$ cat src/rtl/addsub_pkg.sv
// Shared types and parameter checks for the digit-serial adder/subtractor.
// Latency: n/a (types and elaboration-time helpers only).
// Backpressure: n/a.
package addsub_pkg;

  typedef enum logic [1:0] {
    IDLE = 2'd0,
    RUN  = 2'd1,
    DONE = 2'd2
  } state_t;

  // Legal when the operand splits into a whole number of non-empty digits.
  function automatic bit digit_ok(int width, int digit);
    return (digit >= 1) && (digit <= width) && ((width % digit) == 0);
  endfunction

endpackage

$ cat src/rtl/addsub_serial_if.sv
// Operand/result handshake bundle for addsub_serial.
// Latency: n/a (wiring only).
// Backpressure: in_valid/in_ready on the operand side, out_valid/out_ready on the result side.
// Ports (master = requester, slave = adder):
//   in_valid, a, b, sub, out_ready : master -> slave
//   in_ready, out_valid, s, c0, ovf : slave -> master
interface addsub_serial_if #(
  parameter int WIDTH = 16
);
  logic             in_valid;
  logic             in_ready;
  logic [WIDTH-1:0] a;
  logic [WIDTH-1:0] b;
  logic             sub;
  logic             out_valid;
  logic             out_ready;
  logic [WIDTH-1:0] s;
  logic             c0;
  logic             ovf;

  modport master (
    output in_valid, a, b, sub, out_ready,
    input  in_ready, out_valid, s, c0, ovf
  );

  modport slave (
    input  in_valid, a, b, sub, out_ready,
    output in_ready, out_valid, s, c0, ovf
  );
endinterface

$ cat src/rtl/addsub_digit.sv
// DIGIT-bit combinational ripple-carry adder slice.
// Latency: 0 cycles (pure combinational).
// Backpressure: none.
// Ports: x, y (digit operands), ci (carry in) -> sum, co (carry out), c_msb (carry into digit MSB).
module addsub_digit #(
  parameter int DIGIT = 4
) (
  input  logic [DIGIT-1:0] x,
  input  logic [DIGIT-1:0] y,
  input  logic             ci,
  output logic [DIGIT-1:0] sum,
  output logic             co,
  output logic             c_msb
);

  always_comb begin
    logic c;
    c     = ci;
    sum   = '0;
    c_msb = ci;
    for (int i = 0; i < DIGIT; i++) begin
      // Carry entering this bit; the last iteration leaves the carry into the MSB.
      c_msb  = c;
      sum[i] = x[i] ^ y[i] ^ c;
      c      = (x[i] & y[i]) | (c & (x[i] ^ y[i]));
    end
    co = c;
  end

endmodule

$ cat src/rtl/addsub_serial.sv
// Digit-serial add/subtract: DIGIT bits per cycle, LSB digit first, with carry-out and overflow.
// Latency: out_valid rises WIDTH/DIGIT edges after the accepting edge.
// Backpressure: one op in flight; in_ready low from accept until the result handshake completes.
// Ports: clk, rst_n (async active-low), io (slave side of addsub_serial_if).
module addsub_serial
  import addsub_pkg::*;
#(
  parameter int WIDTH = 16,
  parameter int DIGIT = 4
) (
  input  logic            clk,
  input  logic            rst_n,
  addsub_serial_if.slave  io
);

  localparam int NDIG = WIDTH / DIGIT;
  localparam int CW   = (NDIG > 1) ? $clog2(NDIG) : 1;

  if (!digit_ok(WIDTH, DIGIT)) begin : g_bad_params
    $error("addsub_serial: WIDTH must be a positive multiple of DIGIT");
  end

  state_t           state_q, state_d;
  logic [WIDTH-1:0] a_q, a_d;
  logic [WIDTH-1:0] b_q, b_d;       // holds b already inverted for subtract
  logic [WIDTH-1:0] res_q, res_d;
  logic [CW-1:0]    cnt_q, cnt_d;
  logic             carry_q, carry_d;
  logic             ovf_q, ovf_d;
  logic             out_valid_q, out_valid_d;
  logic             in_ready_q, in_ready_d;

  logic [DIGIT-1:0] dig_sum;
  logic             dig_co;
  logic             dig_cmsb;
  logic [WIDTH-1:0] res_next;
  logic             last_dig;

  addsub_digit #(.DIGIT(DIGIT)) u_digit (
    .x     (a_q[DIGIT-1:0]),
    .y     (b_q[DIGIT-1:0]),
    .ci    (carry_q),
    .sum   (dig_sum),
    .co    (dig_co),
    .c_msb (dig_cmsb)
  );

  // New digit enters at the MSB end so that after NDIG shifts the result is aligned.
  if (DIGIT == WIDTH) begin : g_res_one
    assign res_next = dig_sum;
  end else begin : g_res_many
    assign res_next = {dig_sum, res_q[WIDTH-1:DIGIT]};
  end

  assign last_dig = (cnt_q == CW'(NDIG - 1));

  always_comb begin
    state_d     = state_q;
    a_d         = a_q;
    b_d         = b_q;
    res_d       = res_q;
    cnt_d       = cnt_q;
    carry_d     = carry_q;
    ovf_d       = ovf_q;
    out_valid_d = out_valid_q;
    in_ready_d  = in_ready_q;
    case (state_q)
      IDLE: begin
        if (io.in_valid) begin
          // Subtract is a + ~b + 1: invert b here and feed sub as the first carry.
          a_d        = io.a;
          b_d        = io.b ^ {WIDTH{io.sub}};
          carry_d    = io.sub;
          cnt_d      = '0;
          state_d    = RUN;
          in_ready_d = 1'b0;
        end
      end
      RUN: begin
        a_d     = a_q >> DIGIT;
        b_d     = b_q >> DIGIT;
        res_d   = res_next;
        carry_d = dig_co;
        cnt_d   = cnt_q + CW'(1);
        if (last_dig) begin
          ovf_d       = dig_co ^ dig_cmsb;
          cnt_d       = '0;
          state_d     = DONE;
          out_valid_d = 1'b1;
        end
      end
      DONE: begin
        if (io.out_ready) begin
          state_d     = IDLE;
          out_valid_d = 1'b0;
          in_ready_d  = 1'b1;
        end
      end
      default: begin
        state_d     = IDLE;
        out_valid_d = 1'b0;
        in_ready_d  = 1'b1;
      end
    endcase
  end

  always_ff @(posedge clk or negedge rst_n) begin
    if (!rst_n) begin
      state_q     <= IDLE;
      a_q         <= '0;
      b_q         <= '0;
      res_q       <= '0;
      cnt_q       <= '0;
      carry_q     <= 1'b0;
      ovf_q       <= 1'b0;
      out_valid_q <= 1'b0;
      in_ready_q  <= 1'b1;
    end else begin
      state_q     <= state_d;
      a_q         <= a_d;
      b_q         <= b_d;
      res_q       <= res_d;
      cnt_q       <= cnt_d;
      carry_q     <= carry_d;
      ovf_q       <= ovf_d;
      out_valid_q <= out_valid_d;
      in_ready_q  <= in_ready_d;
    end
  end

  // After the final digit the carry register holds the carry out of the MSB.
  assign io.in_ready  = in_ready_q;
  assign io.out_valid = out_valid_q;
  assign io.s         = res_q;
  assign io.c0        = carry_q;
  assign io.ovf       = ovf_q;

endmodule

$ cat src/flat_wrapper.sv
// flat-port wrapper written by rule: the top's interface ports become plain ports
module addsub_serial_flat import addsub_pkg::*;
#(
  parameter int WIDTH = 16,
  parameter int DIGIT = 4
)
  (clk, rst_n, io_in_valid, io_a, io_b, io_sub, io_out_ready, io_in_ready, io_out_valid, io_s, io_c0, io_ovf);
  addsub_serial_if #(.WIDTH(WIDTH)) io_i ();
  input  logic clk;
  input  logic rst_n;
  input wire logic [$bits(io_i.in_valid)-1:0] io_in_valid;
  input wire logic [$bits(io_i.a)-1:0] io_a;
  input wire logic [$bits(io_i.b)-1:0] io_b;
  input wire logic [$bits(io_i.sub)-1:0] io_sub;
  input wire logic [$bits(io_i.out_ready)-1:0] io_out_ready;
  output wire logic [$bits(io_i.in_ready)-1:0] io_in_ready;
  output wire logic [$bits(io_i.out_valid)-1:0] io_out_valid;
  output wire logic [$bits(io_i.s)-1:0] io_s;
  output wire logic [$bits(io_i.c0)-1:0] io_c0;
  output wire logic [$bits(io_i.ovf)-1:0] io_ovf;
  assign io_i.in_valid = io_in_valid;
  assign io_i.a = io_a;
  assign io_i.b = io_b;
  assign io_i.sub = io_sub;
  assign io_i.out_ready = io_out_ready;
  assign io_in_ready = io_i.in_ready;
  assign io_out_valid = io_i.out_valid;
  assign io_s = io_i.s;
  assign io_c0 = io_i.c0;
  assign io_ovf = io_i.ovf;
  addsub_serial #(.WIDTH(WIDTH), .DIGIT(DIGIT)) u_core (.clk(clk), .rst_n(rst_n), .io(io_i));
endmodule
$ cat config.mk
export PLATFORM = sky130hd
export DESIGN_NAME = addsub_serial_flat
export DESIGN_NICKNAME = d
export VERILOG_FILES = /design/src/rtl/addsub_pkg.sv /design/src/rtl/addsub_serial_if.sv /design/src/rtl/addsub_digit.sv /design/src/rtl/addsub_serial.sv /design/src/flat_wrapper.sv
export SDC_FILE = /design/constraint.sdc
export NUM_CORES = 1
export LEC_CHECK = 0
export CORE_ASPECT_RATIO = 1.4
export CORE_MARGIN = 2
export CORE_UTILIZATION = 35
export DETAILED_ROUTE_END_ITERATION = 6
export GPL_ROUTABILITY_DRIVEN = 0
export PLACE_DENSITY = 0.7
export SLEW_MARGIN = 20
export SYNTH_ARGS = -nofsm -noshare
export SYNTH_HDL_FRONTEND = slang
export SYNTH_SLANG_ARGS = --single-unit
$ cat constraint.sdc
create_clock -name clk -period 2.5 [get_ports clk]
set_input_delay 0.375 -clock clk [delete_from_list [all_inputs] [get_ports clk]]
set_output_delay 0.375 -clock clk [all_outputs]
set_load 0.01 [all_outputs]
== Word-level counts from Yosys, hierarchy flattened ==
Cells that the tools add are included.

* Add/subtract/negate cells: 1
* Reduce and logical (&&, ||, !) cells: 7
* Equal/unequal tests: 6
* Multiplexer cells: 19
* Bitwise gates (word level): 24

{| class="wikitable"
|+ Operator list
! kind !! count
|-
| $pmux W16 S2 || 2
|-
| $mux W16 || 2
|-
| $xor A16 B16 Y16 || 1
|-
| $mux W2 || 5
|-
| $reduce_and A3 Y1 || 3
|-
| $xor A1 B1 Y1 || 9
|-
| $and A1 B1 Y1 || 8
|-
| $pmux W1 S3 || 2
|-
| $pmux W2 S3 || 1
|-
| $mux W1 || 5
|-
| $eq A2 B2 Y1 const B || 2
|-
| $ne A2 B2 Y1 const B || 2
|-
| $or A1 B1 Y1 || 4
|-
| $pmux W2 S2 || 1
|-
| $reduce_and A2 Y1 || 2
|-
| $add A2 B1 Y2 const B || 1
|-
| $eq A2 B1 Y1 const B || 1
|-
| $logic_not A2 Y1 || 1
|-
| $ne A2 B1 Y1 const B || 1
|-
| $not A1 Y1 || 2
|-
| $pmux W1 S2 || 1
|-
| $reduce_bool A2 Y1 || 1
|}

* Output and inout bits: 20
* Flip-flop bits (word level): 56
* Logic and storage cells: 66
* Input bits: 37

== Depth between registers and ports, before layout ==
Gate-level depths: netlist of the first run.

* Depth after elaboration: 10
* Gate-level depth with buffers: 9

== By module ==
Synthesis of the first run repeated with hierarchy kept, for this count alone.

* Cell total of the unflattened synthesis: 266
* Area, all modules: 2806.4 µm²

{| class="wikitable"
|+ By module, submodules not included
! module !! sequential area each (µm²) !! cells an instance !! times used !! area an instance (µm²)
|-
| addsub_serial || 1402.6 || 254 || 1 || 2696.3
|-
| addsub_digit || 0.0 || 12 || 1 || 110.1
|}

== Worst setup path after synthesis of the first run ==
Ideal clock, no wire load.

* Path type: register to register
* From: reg u_core.carry_q (netlist: u_core.io.c0)
* To: reg u_core.res_q[15] (netlist: u_core.io.s[15])
* Arrival time: 2.175 ns
* Stages on the path, launching flop included: 9
* Path slack: 0.242 ns
* Library setup time: 0.083 ns
* Buffers on the path: 0
* Required time: 2.417 ns
* Clock period less this slack: 2.258 ns
* Cells stage by stage: dfrtp_1 fa_1 inv_1 fa_1 inv_1 fa_1 inv_1 fa_1 o21ai_0

* Word-level cells in the longest chain between the ends: 7

{| class="wikitable"
|+ RTL lines
! what !! RTL line !! source
|-
| start, declared || addsub_serial.sv:28 || <nowiki>logic carry_q, carry_d;</nowiki>
|-
| start signal, assigned || addsub_serial.sv:124 || <nowiki>carry_q <= carry_d;</nowiki>
|-
| $and A1 B1 Y1 || addsub_digit.sv:25 || <nowiki>c = (x[i] & y[i]) | (c & (x[i] ^ y[i]));</nowiki>
|-
| $or A1 B1 Y1 || addsub_digit.sv:25 ||
|-
| $and A1 B1 Y1 || addsub_digit.sv:25 ||
|-
| $or A1 B1 Y1 || addsub_digit.sv:25 ||
|-
| $and A1 B1 Y1 || addsub_digit.sv:25 ||
|-
| $or A1 B1 Y1 || addsub_digit.sv:25 ||
|-
| $xor A1 B1 Y1 || addsub_digit.sv:24 || <nowiki>sum[i] = x[i] ^ y[i] ^ c;</nowiki>
|-
| end signal, assigned || addsub_serial.sv:122 || <nowiki>res_q <= res_d;</nowiki>
|-
| end, declared || addsub_serial.sv:26 || <nowiki>logic [WIDTH-1:0] res_q, res_d;</nowiki>
|}

Every way passes these cells.
A chain may end at the register's enable or synchronous reset.

== Final worst setup path of the first run ==
Ends and elaborated chain as after synthesis.

==> results, run 1 <==
- CTS built an H-tree with a depth of 2.
- The maximum number of pins on one net before global-route repair is 57.
- The number of failing hold endpoints at the final stage is 0.
- The global routing stage identified its most utilized layer as met2.
- The setup path with the least slack is of type reg -> reg.
- The count of nets left with antenna violations once routing finished came out at 0.
- The routed layout has 2277 vias.
- The synthesized design contains 0 enable-type register cells.
- In this run, placement finished with an instance count of 438.
- Synthesis inferred 56 register bits.
- In the final routed layout, each cell accounts on average for approximately 14 µm.
- TritonCTS built the clock tree.
- The wire length of the first global-routing pass is 10500 µm.
- Of all flip-flops after synthesis, the portion carrying an async set or reset was 1.00.
- After detailed routing, the number of remaining DRC violations is 0.
- The die area is about 8700 µm².
- The total overflow left after global routing is 0.
- The largest voltage drop on the vdd net is about 0.37 mV.
- The number of clock buffers inserted by TritonCTS is 5.
- STA classifies the critical path endpoint as a register.
- The number of antenna violations at the first check in global routing is 0.
- The area added between synthesis and finish is 27.4%.
- The buffer depth of the longest clock path is 2.
- The number of clock sinks is 56.
- Gates resized during post-CTS repair numbered 0.
- The die is roughly 110 µm tall.
- STA classifies the critical path startpoint as a register.
- For this run, global-route usage on met1 was measured as 0.195.
- The data required time of the critical path is about 2700 ps.
- STA puts the critical path data arrival time at roughly 2600 ps.
- The placeable core region is about 7700 µm².
- During placement, the flow inserted port buffers numbering 56.
- The number of standard cells in the final layout excluding fillers is roughly 450.
- The number of warnings printed during yosys synthesis is 0.
- The total track usage is 0.154.
- The portion of synthesized cell area occupied by the leading cell type is 0.492.
- In this run the mean area of a mapped cell was roughly 9.5 µm².
- After routing, the total negative slack on setup checks comes to 0 ps.
- The final clock skew is between 10 and 15 ps.
- For this run, the post-layout net count is between 300 and 400.
- The final cycle utilization of the critical path is 0.926.
- Derived from the worst setup path, the maximum achievable clock frequency is 0.432 GHz.
- The run finished with clean final reports.
- The share of layout cells above drive strength 1 is 0.0578.
- The instance count of the mapped netlist is between 200 and 300.
- The leakage component of the power is between 1.5 and 2 nW.
- The cell taking the most area after synthesis is sky130_fd_sc_hd__dfrtp_1.
- Before antenna repair, the detailed router went through 5 iterations.
- The sequential-to-total area share from yosys stat is 0.501.
- The most used flip-flop cell after synthesis is sky130_fd_sc_hd__dfrtp_1.
- The cell area after synthesis is ~2800 µm².
- The design draws approximately 0.0038 W.
- The total wirelength of the detailed-routed design is around 6400 µm.
- The count of pins over their slew limit was 0.
- For the pin with the worst max-slew slack, the measured transition is between 500 and 600 ps.
- The number of setup violations in the final report is 0.
- After clock tree synthesis, the clock-pin slew on the worst setup and hold paths is about 100 ps.
- The biggest fanout along the worst timing path is 4.
- The post-DP HPWL is between 4000 and 5000 µm.
- For this design, the CTS-stage hold fixing added 0 buffers.
- The met2 capacity usage during global routing is 0.261.
- The total I/O pin count is 57.
- The worst relative slew slack is 0.610.
- The path class of the tightest hold or removal check is in -> async.
- The net count of the mapped netlist is roughly 340.
- The diode insertion count for antenna repair is 0.
- The initialized floorplan defines 38 standard-cell rows.
- Measured along the x axis, the die boundary spans roughly 80 µm.
- The count of max-cap constraint violations is 0.
- The post-detailed-route via-to-cell ratio is 5.11.
- By count the netlist is led by 61 x sky130_fd_sc_hd__nand2_1, 55 x sky130_fd_sc_hd__dfrtp_1, 27 x sky130_fd_sc_hd__o21ai_0, 20 x sky130_fd_sc_hd__nor2b_1, 19 x sky130_fd_sc_hd__a21oi_1.
- The met3 usage is 0.0296.
- The initial utilization of the core area, before any placement, comes to 0.361.
- The worst path needs approximately 2300 ps of the cycle, external delays included.
- The via count of the first global-routing pass is between 2000 and 2500.
- Dividing total power by cell area gives a power density of between 1000 and 1500 nW/µm².
- The DRC marker count from the first detailed-route iteration is 125.
- Counting distinct cell types in the post-synthesis netlist gives 27.
- Hold is met by 40.0 ps.
- Setup repair after global routing left no endpoint under its margin.
- Sorting the synthesized cells by area gives the leading types as sky130_fd_sc_hd__dfrtp_1 49%, sky130_fd_sc_hd__nand2_1 8.2%, sky130_fd_sc_hd__o21ai_0 4.8%.
- Clock tree synthesis selected as its root buffer the cell sky130_fd_sc_hd__clkbuf_8.
- At the later pin of the worst-skew pair, clock insertion delay measures just over 300 ps.
- The post-CTS repair timing setup buffer count is 0.
- The most common cell in the synthesized netlist is sky130_fd_sc_hd__nand2_1.
-- placed cells by master, fill, tap and decap left out, drive strengths merged, types with 5 or more instances in the layout --
cell and instances:
nand2 61, clkdlybuf4s50 55, dfrtp 55, o21ai 27
nor2b 20, a21oi 19, inv 16, a22oi 16
xnor2 12, buf 11, o32ai 8, a221o 8
clkbuf 7, nor2 5, xor2 5
-- final cells by class --
cell class              instances  area [µm²]
well taps                     100         125
repair buffers                 66         668
clock inverters                 1        5.00
fillers                       754        4180
flip-flops and latches         56        1400
multi-input cells             200        1230
inverters                      16        60.1
clock buffers                   7        76.3
-- power by group --
part,switching [W],internal (W),total [W]
clock network,0.000285,0.000198,0.000482
registers,0.000292,0.00128,0.00157
logic,0.000900,0.000835,0.00173
-- registers in the layout, summed over array words and instances (netlist names) --
register,cells
u_core.io.c0,1
u_core.a_q,16
u_core.io.in_ready,1
u_core.state_q,2
u_core.io.out_valid,1
u_core.b_q,16
u_core.io.s,16
u_core.io.ovf,1
u_core.cnt_q,2
-- kinds of logic (layout without fill, tap and decap cells) --
family / Yosys count / count (layout) / share of synthesized area
compound gates: 89 / 89 / 0.210
simple gates: 89 / 89 / 0.142
flops: 56 / 56 / 0.501
buf+inv: 38 / 90 / 0.0608
xor+xnor: 17 / 17 / 0.0532
fa+ha+maj: 5 / 5 / 0.0331
-- per-layer routing --
| layer | up-vias | routed length [µm] |
|---|---|---|
| met4 | 0 | 116 |
| met1 | 1117 | 2750 |
| li1 | 1101 | - |
| met3 | 9 | 221 |
| met5 | - | 0 |
| met2 | 50 | 3300 |
-- worst paths after layout --
path | startpoint | endpoint | slack (ps) | depth (start not counted)
setup / recovery | u_core.io.c0 | u_core.io.s[15] | 190 | 8
hold / removal | rst_n | u_core.io.s[9] | 40 | 2
setup reg to reg | u_core.io.c0 | u_core.io.s[15] | 190 | 8
hold reg to reg | u_core.io.s[3] | u_core.io.s[3] | 480 | 2
max in group asynchronous | rst_n | u_core.io.in_ready | 2160 | 2
min in group clk | u_core.io.s[3] | u_core.io.s[3] | 480 | 2
-- stage by stage --
stage | setup WS (ps) | utilization | instance area [µm²]
after floorplan | 242 | - | 2800
after global placement | 233 | 0.450 | 3490
after detailed placement | 178 | 0.450 | 3490
after CTS | 165 | 0.460 | 3570
after global routing | 18.0 | 0.460 | 3570
final | 186 | 0.460 | 3570
-- critical path: stages, from the launching register on --
cell and delay, ps:
sky130_fd_sc_hd__dfrtp_1 430, sky130_fd_sc_hd__fa_1 430, sky130_fd_sc_hd__inv_1 90, sky130_fd_sc_hd__fa_1 170, sky130_fd_sc_hd__inv_1 60, sky130_fd_sc_hd__fa_1 450, sky130_fd_sc_hd__inv_1 100, sky130_fd_sc_hd__fa_1 380
sky130_fd_sc_hd__o21ai_0 160
No activity file was read; power rests on OpenSTA's default activity.
==> run 2: changes to the inputs <==
CAP_MARGIN = 10   (was not set)
==> results of run 2 <==
Final layout, timing and power as in run 1 (identical DEF).
==> run 3: changes to the inputs <==
ABC_CLOCK_PERIOD_IN_PS = 2500   (was not set)
==> results of run 3 <==
Final layout, timing and power as in run 1 (identical DEF).
==> RTL change (flow settings as in run 2) <==
Encoding of `state_t`: now one-hot (3 bits for 3 states).
--- a/src/rtl/addsub_pkg.sv
+++ b/src/rtl/addsub_pkg.sv
@@ -3,10 +3,10 @@
 // Backpressure: n/a.
 package addsub_pkg;
 
-  typedef enum logic [1:0] {
-    IDLE = 2'd0,
-    RUN  = 2'd1,
-    DONE = 2'd2
+  typedef enum logic [2:0] {
+    IDLE = 3'b001,
+    RUN  = 3'b010,
+    DONE = 3'b100
   } state_t;
 
   // Legal when the operand splits into a whole number of non-empty digits.
Function: same outputs for any inputs over 10 cycles, from zero or initial values and one cycle with rst_n low; not proved beyond that.
==> RTL change against run 2 <==
Fmax down 0.61%. Synthesized area down 5.1%. Wire length down 13%. Worst setup slack worse by 14 ps. Total power up 6.7%. Die area down 4.9%. First-iteration DRC count down 39%. Sequential cell count up 1. Final area down 2.3%. Sequential share of layout area up 1.7 points. Critical endpoint is now u_core.io.ovf.
==> RTL change: results (changes against run 2) <==
qor: outcome.result_of_the_run finished, final reports clean [unchanged]
qor: timing.slew_at_the_pin_with_the_worst_max_slew_slack 689.6 ps [was 584.5 ps]
qor: logic_synthesis.postSynth.asyncResetShare 100.0% [unchanged]
qor: clock_network.tritoncts.num_buffers 9 [was 5]
qor: routing.via_per_inst 4.891 [was 5.105]
qor: clock_network.clk_pin_slew 60 ps [was 100 ps]
qor: logic_synthesis.synthAdderAreaFrac 3.484% [was 3.307%]
qor: clock_network.insertion_delay 330 ps [was 310 ps]
qor: logic_synthesis.synth-xor-area-share 5.603% [was 5.317%]
qor: place.placed_cell_area 0.003281 sq mm [was 0.003486 sq mm]
qor: logic_synthesis.ys_types 37 [was 27]
qor: routing.totalWireLength 5575 um [was 6389 um]
qor: finish.fillers 687 [was 754]
qor: global_route.pin_count_of_the_biggest_net_entering_global_routing 50 [was 57]
qor: critical_path.critical_path.top_delay_family adder cells [unchanged]
qor: logic_synthesis.synth-seq-area-share 53.77% [was 50.09%]
qor: global_route.grt.total_usage 14.14% [was 15.39%]
qor: global_route.grt_pass1_wl 9121 um [was 10490 um]
qor: critical_path.critical_path_buf_inv_count 3 [unchanged]
qor: routing.detailedRoute.firstIterationViolations 76 [was 125]
qor: critical_path.cp_slowest_stage_delay 450 ps [about the same]
qor: routing.drtPass1Iterations 4 [was 5]
qor: logic_synthesis.post_synth_mux_area_share 1.507% [was 0%]
qor: global_route.number_of_antenna_violations_at_the_first_check_in_global_routing 0 [unchanged]
qor: logic_synthesis.synth_common_cells dfrtp_1, nand2_1, nor2_1 [was nand2_1, dfrtp_1, o21ai_0]
qor: finish.final_net_count 351 [was 387]
qor: finish.final_layout_size_suffix_gt1_share 9.873% [was 5.780%]
qor: timing.fin_skew 9.905 ps [was 10.14 ps]
qor: clock_network.cts_htree_levels 3 [was 2]
qor: logic_synthesis.ys_top_cells_by_area dfrtp_1, nand2_1, xnor2_1, a221o_1, nor2_1 [was dfrtp_1, nand2_1, o21ai_0, nor2b_1, a22oi_1]
qor: critical_path.worstReg2RegStart u_core.io.c0 [unchanged]
qor: critical_path.cp_max_fo 3 [was 4]
qor: global_route.number_of_global_route_vias_before_repair 1910 [was 2185]
qor: place.detailedPlacementHpwl 3757 um [was 4451 um]
qor: logic_synthesis.mappedNetlistNets 296 [was 336]
qor: logic_synthesis.yosysWarningCount 0 [unchanged]
qor: logic_synthesis.synth_compound_area_share 13.79% [was 21.05%]
qor: critical_path.cpMaxStageDelayCell fa_1 [unchanged]
qor: place.numPortBuffers 56 [unchanged]
qor: critical_path.timing.critical_path.arrival 2570 ps [was 2550 ps]
qor: pwr.vdd_ir_drop_max 0.0004635 V [was 0.0003714 V]
qor: pwr.leak_pwr 1.519 nW [was 1.511 nW]
==> RTL change: path summary, 6_finish.rpt <==
check | endpoint | slack (ps) | cells after the start
max | u_core.io.ovf | 170 | 9
max reg2reg | u_core.io.ovf | 170 | 9
min reg2reg | u_core.io.s[1] | 470 | 2
max in group asynchronous | u_core.b_q[0] | 1850 | 2
min | u_core.state_q[2] | 70 | 1
min in group clk | u_core.io.s[1] | 470 | 2
==> RTL change: timing repair <==
| action | 4_1_cts | 5_1_grt |
|---|---|---|
| endpoints found under the hold margin | 0 | 0 |
| resized for setup | 0 | 1 |
| buffers inserted | 0 | 1 |
| setup endpoints to repair | 0 | 1 |
==> RTL change: power breakdown <==
part / switching (mW) / leakage, nW / internal, mW / total [mW]
Sequential: 0.297 / 0.703 / 1.35 / 1.65
Combinational: 0.757 / 0.714 / 0.796 / 1.55
Clock: 0.359 / 0.102 / 0.479 / 0.839
==> RTL change: per-stage QoR <==
| stage | utilization (%) | setup slack (ps) | instances |
|---|---|---|---|
| detailed placement | 44.57 | 174.8 | 394 |
| global route | 47.36 | -13.43 | 411 |
| CTS | 47.22 | 151.6 | 410 |
| finish | 47.36 | 171.9 | 411 |
| floorplan | - | 251.1 | 254 |
| global placement | 44.57 | 263.2 | 394 |
==> RTL change: routing by layer <==
layer / routed length [um] / global-route usage (%) / vias up
li1: - / - / 975
met1: 2528 / 18.44 / 978
met2: 2716 / 22.04 / 49
met3: 226 / 2.525 / 8
met4: 103 / 8.036 / 0
met5: 0 / 0 / -
==> RTL change: final cells by class <==
cell class / instances / area share [%]
Inverter: 9 / 0.9691
Multi-Input combinational cell: 169 / 31.16
Timing Repair Buffer: 63 / 17.80
Clock buffer: 10 / 3.948
Clock inverter: 6 / 1.651
Sequential cell: 57 / 40.99
Tap cell: 97 / 3.482
